<file path="src/rtl/exec_wb_stage.sv">
// exec_wb_stage: execute/writeback stage sitting directly after the 8-bit register file.
// Resolves operands (with forwarding of the pending writeback), runs single-cycle ALU ops
// and drives the register file write port. Define EXEC_MUL_EN to build the iterative
// shift-add multiplier (op 8); without it op 8 behaves as a NOP and issue_ready stays high.
module exec_wb_stage #(
  parameter int unsigned DATA_W = 8,
  parameter int unsigned ADDR_W = 8
) (
  input  logic              clk,
  input  logic              rst,
  input  logic              issue_valid,
  output logic              issue_ready,
  input  logic [3:0]        op,
  input  logic [ADDR_W-1:0] a_addr,
  input  logic [ADDR_W-1:0] b_addr,
  input  logic [DATA_W-1:0] a_data,
  input  logic [DATA_W-1:0] b_data,
  input  logic [ADDR_W-1:0] d_addr,
  output logic              rf_write,
  output logic [ADDR_W-1:0] rf_d_address,
  output logic [DATA_W-1:0] rf_data_in,
  output logic              flag_z,
  output logic              flag_c
);

  localparam logic [3:0] OP_ADD = 4'd0;
  localparam logic [3:0] OP_SUB = 4'd1;
  localparam logic [3:0] OP_AND = 4'd2;
  localparam logic [3:0] OP_OR  = 4'd3;
  localparam logic [3:0] OP_XOR = 4'd4;
  localparam logic [3:0] OP_SHL = 4'd5;
  localparam logic [3:0] OP_SHR = 4'd6;
  localparam logic [3:0] OP_MOV = 4'd7;
  localparam logic [3:0] OP_CMP = 4'd9;

  logic [DATA_W-1:0] opnd_a;
  logic [DATA_W-1:0] opnd_b;
  logic [DATA_W-1:0] alu_res;
  logic [DATA_W:0]   sum;
  logic [DATA_W:0]   diff;
  logic              alu_c;
  logic              alu_wr;
  logic              alu_flags;
  logic              accept;

`ifdef EXEC_MUL_EN
  localparam logic [3:0]  OP_MUL = 4'd8;
  localparam int unsigned CNT_W  = (DATA_W > 1) ? $clog2(DATA_W) : 1;

  typedef enum logic {S_IDLE, S_MUL} state_t;

  state_t            state;
  logic [DATA_W-1:0] mcand;
  logic [DATA_W-1:0] mplier;
  logic [DATA_W-1:0] acc;
  logic [DATA_W-1:0] acc_next;
  logic [ADDR_W-1:0] mul_d_addr;
  logic [CNT_W-1:0]  cnt;

  // Partial product for the current multiplier bit; only the low DATA_W bits are kept
  assign acc_next    = mplier[0] ? (acc + mcand) : acc;
  assign issue_ready = (state == S_IDLE);
`else
  assign issue_ready = 1'b1;
`endif

  assign accept = issue_valid && issue_ready;

  // Operand forwarding from the write still waiting to land in the register file
  always_comb begin
    opnd_a = (rf_write && (rf_d_address == a_addr)) ? rf_data_in : a_data;
    opnd_b = (rf_write && (rf_d_address == b_addr)) ? rf_data_in : b_data;
  end

  // Single-cycle ALU: result, carry/borrow, whether it writes and whether it touches flags
  always_comb begin
    sum       = {1'b0, opnd_a} + {1'b0, opnd_b};
    diff      = {1'b0, opnd_a} - {1'b0, opnd_b};
    alu_res   = '0;
    alu_c     = flag_c;
    alu_wr    = 1'b0;
    alu_flags = 1'b0;
    case (op)
      OP_ADD: begin alu_res = sum[DATA_W-1:0];  alu_c = sum[DATA_W];  alu_wr = 1'b1; alu_flags = 1'b1; end
      OP_SUB: begin alu_res = diff[DATA_W-1:0]; alu_c = diff[DATA_W]; alu_wr = 1'b1; alu_flags = 1'b1; end
      OP_AND: begin alu_res = opnd_a & opnd_b; alu_wr = 1'b1; alu_flags = 1'b1; end
      OP_OR:  begin alu_res = opnd_a | opnd_b; alu_wr = 1'b1; alu_flags = 1'b1; end
      OP_XOR: begin alu_res = opnd_a ^ opnd_b; alu_wr = 1'b1; alu_flags = 1'b1; end
      OP_SHL: begin
        alu_res = {opnd_a[DATA_W-2:0], 1'b0};
        alu_c   = opnd_a[DATA_W-1];
        alu_wr  = 1'b1; alu_flags = 1'b1;
      end
      OP_SHR: begin
        alu_res = {1'b0, opnd_a[DATA_W-1:1]};
        alu_c   = opnd_a[0];
        alu_wr  = 1'b1; alu_flags = 1'b1;
      end
      OP_MOV: begin alu_res = opnd_b; alu_wr = 1'b1; alu_flags = 1'b1; end
      OP_CMP: begin alu_res = diff[DATA_W-1:0]; alu_c = diff[DATA_W]; alu_flags = 1'b1; end
      default: ;
    endcase
  end

  // Stage state: writeback port, flags and (optionally) the multiplier sequencer
  always_ff @(posedge clk or posedge rst) begin
    if (rst) begin
      rf_write     <= 1'b0;
      rf_d_address <= '0;
      rf_data_in   <= '0;
      flag_z       <= 1'b0;
      flag_c       <= 1'b0;
`ifdef EXEC_MUL_EN
      state        <= S_IDLE;
      mcand        <= '0;
      mplier       <= '0;
      acc          <= '0;
      cnt          <= '0;
      mul_d_addr   <= '0;
`endif
    end else begin
      rf_write <= 1'b0;
`ifdef EXEC_MUL_EN
      if (state == S_MUL) begin
        acc    <= acc_next;
        mcand  <= {mcand[DATA_W-2:0], 1'b0};
        mplier <= {1'b0, mplier[DATA_W-1:1]};
        cnt    <= cnt + CNT_W'(1);
        if (cnt == CNT_W'(DATA_W - 1)) begin
          rf_write     <= 1'b1;
          rf_d_address <= mul_d_addr;
          rf_data_in   <= acc_next;
          flag_z       <= (acc_next == '0);
          state        <= S_IDLE;
        end
      end else if (accept && (op == OP_MUL)) begin
        mcand      <= opnd_a;
        mplier     <= opnd_b;
        acc        <= '0;
        cnt        <= '0;
        mul_d_addr <= d_addr;
        state      <= S_MUL;
      end else
`endif
      if (accept) begin
        if (alu_wr) begin
          rf_write     <= 1'b1;
          rf_d_address <= d_addr;
          rf_data_in   <= alu_res;
        end
        if (alu_flags) begin
          flag_z <= (alu_res == '0);
          flag_c <= alu_c;
        end
      end
    end
  end

endmodule

</file>
<file path="config.mk">
export PLATFORM = sky130hd
export DESIGN_NAME = exec_wb_stage
export DESIGN_NICKNAME = d
export VERILOG_FILES = /design/src/rtl/exec_wb_stage.sv
export SDC_FILE = /design/constraint.sdc
export NUM_CORES = 1
export LEC_CHECK = 0
export CORE_ASPECT_RATIO = 0.75
export CORE_UTILIZATION = 50
export CTS_CLUSTER_DIAMETER = 80
export CTS_CLUSTER_SIZE = 10
export DETAILED_ROUTE_END_ITERATION = 10
export PLACE_DENSITY_LB_ADDON = 0.3
export SETUP_SLACK_MARGIN = 0.3
export SLEW_MARGIN = 5
export SYNTH_ARGS = -nofsm -noshare
export SYNTH_HDL_FRONTEND = slang
export SYNTH_SLANG_ARGS = --single-unit
</file>
<file path="constraint.sdc">
create_clock -name clk -period 4.95 [get_ports clk]
set_clock_uncertainty 0.15 [all_clocks]
set_input_delay 0.99 -clock clk [delete_from_list [all_inputs] [get_ports clk]]
set_output_delay 0.99 -clock clk [all_outputs]
set_load 0.02 [all_outputs]
</file>
# [After elaboration in Yosys (flattened, before gate mapping)]
# Cells that the tools add are included.
[classes] muxes=8 reduce_logical=11 addsub=2 eq_ne=10 n_bitwise=3
[op_table] operator="case mux 8 bit (8 select lines)" count=1
[op_table] operator="== test 4 x 3 -> 1 bit (second input constant)" count=4
[op_table] operator="== test 8 bit" count=2
[op_table] operator="two-way mux 8 bit" count=2
[op_table] operator="adder 8 x 8 -> 9 bit" count=1
[op_table] operator="OR reduction 9 bit" count=1
[op_table] operator="subtractor 8 x 8 -> 9 bit" count=1
[op_table] operator="bitwise AND 8 bit" count=1
[op_table] operator="== test 4 x 2 -> 1 bit (second input constant)" count=2
[op_table] operator="zero test 8 bit" count=1
[op_table] operator="bitwise OR 8 bit" count=1
[op_table] operator="OR reduction 8 bit" count=1
[op_table] operator="bitwise XOR 8 bit" count=1
[op_table] operator="== test 4 x 1 -> 1 bit (second input constant)" count=1
[op_table] operator="== test 4 bit (second input constant)" count=1
[op_table] operator="zero test 4 bit" count=1
[op_table] operator="two-way mux 1 bit" count=4
[op_table] operator="case mux 1 bit (4 select lines)" count=1
[op_table] operator="AND reduction 2 bit" count=2
[op_table] operator="nonzero test 4 bit" count=1
[op_table] operator="AND reduction 3 bit" count=1
[op_table] operator="logical AND 1 bit" count=2
[op_table] operator="OR reduction 2 bit" count=1
[word_totals] out_inout_bits=20 wordCells=39 inputBits=47 register_bits=19

# [Longest topological paths before layout]
[logic_depth] depth_word=6 mapped_depth=16 mapped_depth_nobuf=15

# [Least setup slack after synthesis]
# OpenSTA, ideal clock, no wires.
[synth_timing] path_type="input port to flip-flop" start="input port a_addr[5]" end="register flag_z" path_slack_ns=0.686 setup_time_ns=0.104 t_arrival_ns=4.010 path_stages=15 path_cell_list="xnor2_1 nand3_1 nor3_4 buf_12 mux2i_1 ha_1 inv_1 fa_1 inv_1 o22ai_1 a22oi_1 o21a_1 o2111ai_1 or4_1 o41ai_2"
[synth_via] elab_chain_len=6 elab_cells_between_ends=10 classes_between="add/sub (2); eq/ne (1); mux (2); bitwise (3); reduce/logical (2)"
[synth_lines] item="from (decl)" line_no="14" source="input logic [ADDR_W-1:0] a_addr,"
[synth_lines] item="== test 8 bit (*)" line_no="71" source="opnd_a = (rf_write && (rf_d_address == a_addr)) ? rf_data_in : a_data;"
[synth_lines] item="logical AND 1 bit (*)" line_no="71"
[synth_lines] item="two-way mux 8 bit (*)" line_no="71"
[synth_lines] item="subtractor 8 x 8 -> 9 bit (tied with other cells)" line_no="78" source="diff = {1'b0, opnd_a} - {1'b0, opnd_b};"
[synth_lines] item="case mux 8 bit (8 select lines) (*)" line_no="83" source="case (op)"
[synth_lines] item="zero test 8 bit (*)" line_no="152" source="flag_z <= (alu_res == '0);"
[synth_lines] item="to (signal assigned)" line_no="152"
[synth_lines] item="to (decl)" line_no="22" source="output logic flag_z,"
# Every way passes the cells marked *; elsewhere a longest branch is shown, timed or not.
# A chain may end at the register's enable or synchronous reset.

# [Final worst setup path]
[layout_timing] start="input port b_addr[2]" end="register flag_z"
[layout_via] elab_chain_len=6 elab_cells_between_ends=10 classes_between="add/sub (2); eq/ne (1); mux (2); bitwise (3); reduce/logical (2)"
[layout_lines] item="from (decl)" line_no="15" source="input logic [ADDR_W-1:0] b_addr,"
[layout_lines] item="== test 8 bit (*)" line_no="72" source="opnd_b = (rf_write && (rf_d_address == b_addr)) ? rf_data_in : b_data;"
[layout_lines] item="logical AND 1 bit (*)" line_no="72"
[layout_lines] item="two-way mux 8 bit (*)" line_no="72"
[layout_lines] item="subtractor 8 x 8 -> 9 bit (tied with other cells)" line_no="78"
[layout_lines] item="case mux 8 bit (8 select lines) (*)" line_no="83"
[layout_lines] item="zero test 8 bit (*)" line_no="152"
# Marked as above.

==> qor.txt <==
Peak VDD IR = 162.5 uV
Flip-flop and latch count after synthesis = 19
Initial DRC Count = 379
Area post-placement = 3573 sq um
CTS root buf = clkbuf_8
Worst Path Class, Setup = in2reg
CTS sink cnt = 19
Starting density of the core = 53.66%
F_max = 0.2163 GHz
Async set-reset flop share out of synthesis = 100.0%
Clock latency at the later pin of the worst-skew pair = 0.26 ns
Slew Viols, Final = 0
Die Ht = 65.85 microns
Mapped Area = 2718 sq um
Cells after Synth = 333
Final core occ = 78.26%
Syn Nets = 406
Yosys warns = 0
Clock transition at path regs = 0.08 ns
Vias in the first global route = 2,788
Initial antenna violation count = 0
Syn avg cell area = 8.161 sq um
Period minus WS final = 4.622 ns
Worst setup SP type = input pin
# DRC = 0
Worst Path Max Fanout = 3
I/O Buffers = 65
First-pass GRT wire length = 14.12 mm
Area contributors post-synth = dfrtp_1, ha_1, mux2_2, mux2i_1, xnor2_1
DP HPWL = 7.088 mm
Placer Congestion = 0.9204
Number of synthesized flops with an enable pin = 0
Core area = 5065 sq um
Die Wd = 87.13 microns
FP Rows = 22
Via count = 3,093
Slew @ Worst Pin = 0.9596 ns
P&R area growth vs syn = 45.86%
Sequential element share of the synthesized area = 17.50%
Fin nets = 493
Layout cells sized above 1 = 24.82%
Largest net degree at the start of global routing = 21
WL/cell = 19.91 microns
Global-route usage over all layers = 32.40%
Part of the cycle the worst path needs = 93.38%
LEAKAGE = 1.599 nW
Top_reg_cell synth = dfrtp_1
DIE AREA = 5737 sq um
Inserted Diodes = 0
HP Class = reg2reg
DRT antenna net count = 0
Area fraction of the dominant cell type after synthesis = 17.50%
Top-Level Pins = 67
CP required = 4.96 ns
TritonCTS clock tree = done
CP Data Arrival Time = 4.64 ns
Worst Setup End Kind = flip-flop
Final setup viols = 0
Cell taking the most area after synthesis = dfrtp_1
Post-synthesis cell type count = 58
RSZ-0062 raised after global routing = no
H-tree depth = 1
Cell Pwr Density = 191.7 nW/um^2
Max Buffers Root-to-Sink = 2
CTS Buf Count = 3
Max Cap Viol = 0
Design area = 3964 sq um
Headroom to the max-slew limit = 35.89%
Gr ovfl total = 0
Final hold viol count = 0
Drt first pass iters = 5
Avg Vias per Cell = 6.299
Cts hold-fix bufs = 0
Outcome = finished, final reports clean
Post-Route WL = 9.778 mm
area by class of cell:
class	instances	area (sq um)
fill	343	1101
sequential	19	475.5
tap	72	90.09
clock buffer	3	41.29
inverter	27	106.4
clock inverter	1	5.005
timing repair buffer	99	935.9
multi-input combinational	270	2310
cell usage in the layout, fill, tap and decap left out, types with 4 or more instances in the layout:
cell type	n
a21oi_1	11
buf_4	31
xnor2_1	17
mux2i_1	9
o22ai_1	7
mux2i_4	4
o21ai_0	12
ha_1	16
mux2_2	17
nor2b_1	8
nand2_1	31
a22oi_1	9
nand3_1	5
dfrtp_1	19
ha_2	4
clkdlybuf4s50_1	64
inv_1	24
nand2b_1	6
nor2_1	19
nor3b_1	4
mux2i_2	5
ha_4	4
o21bai_1	5
xor2_1	4
per-layer routing:
| metal | part of all wire [%] | global-route usage, % | wire (microns) |
|---|---|---|---|
| met1 | 42 | 46.34 | 4070 |
| met2 | 45 | 51.08 | 4441 |
| met3 | 11 | 7.491 | 1073 |
| met4 | 2.0 | 3.893 | 192 |
| met5 | 0 | 0 | 0 |
flip-flops by register name, indices dropped and copies added (netlist names):
name and cells:
flag_z 1, flag_c 1, rf_d_address 8, rf_write 1, rf_data_in 8
Yosys cell counts, drive strengths merged, types with 5 or more instances:
cell type / n
nand2b: 7
nor2b: 8
dfrtp: 19
nand3: 7
mux2: 20
o21bai: 5
nand2: 33
a21oi: 12
xnor2: 19
a211oi: 6
a22oi: 9
inv: 27
o22ai: 7
mux2i: 18
buf: 6
ha: 24
nor2: 19
clkbuf: 11
o21ai: 14
what timing repair did:
action,4_1_cts,5_1_grt
setup buffers,3,5
setup endpoints to repair,3,4
resized for setup,11,50
pin swaps,4,15
stage by stage:
step	cells	hold slack (ns)	power, W	worst slack (ns)	TNS [ns]
2_1_floorplan	333	0.4303	0.0004231	0.6860	0
3_3_place_gp	479	0.3414	0.0005777	-0.07494	-0.1180
3_5_place_dp	479	0.3372	0.0005875	-0.2593	-0.5505
4_1_cts	486	0.3541	0.0007091	0.3023	0
5_1_grt	491	0.3939	0.0007971	0.1588	0
6_report	491	0.3580	0.0007600	0.3278	0
power by group:
group | leakage (nW) | switching [W] | internal (W)
sequential | 0.234 | 0.0000412 | 0.000180
clock | 0.0255 | 0.0000547 | 0.0000561
combinational | 1.34 | 0.000212 | 0.000216
worst max-delay path, cell delays in order:
cell and delay (ns):
clkdlybuf4s50_1 0.50, xnor2_1 0.14, nand3_2 0.13, nor3_2 0.20, buf_4 0.19, mux2i_4 0.25
inv_1 0.11, ha_1 0.23, inv_1 0.08, fa_2 0.42, inv_1 0.08, o22ai_1 0.10
a22oi_1 0.22, o21a_1 0.14, o2111ai_1 0.13, or4_4 0.45, o41ai_2 0.28
logic make-up after synthesis:
family | share of synthesized area [%]
and+or+nand+nor | 19.66
AOI/OAI and AO/OA | 20.21
buffers and inverters | 7.136
muxes | 15.06
adders and majority gates | 12.89
xor gates and xnor gates | 7.412
DFF | 17.50
other | 0.1380
final timing paths:
| check | from | end | slack, ns | depth (start not counted) |
|---|---|---|---|---|
| min in group asynchronous | rst | rf_d_address[0] | 1.00 | 2 |
| setup reg to reg | rf_d_address[5] | flag_z | 1.01 | 16 |
| hold / removal | flag_c | flag_c | 0.36 | 2 |
| max in group asynchronous | rst | rf_d_address[1] | 3.18 | 2 |
| hold reg to reg | flag_c | flag_c | 0.36 | 2 |
| setup / recovery | b_addr[2] | flag_z | 0.33 | 17 |
Power figures use the tool's default switching activity.
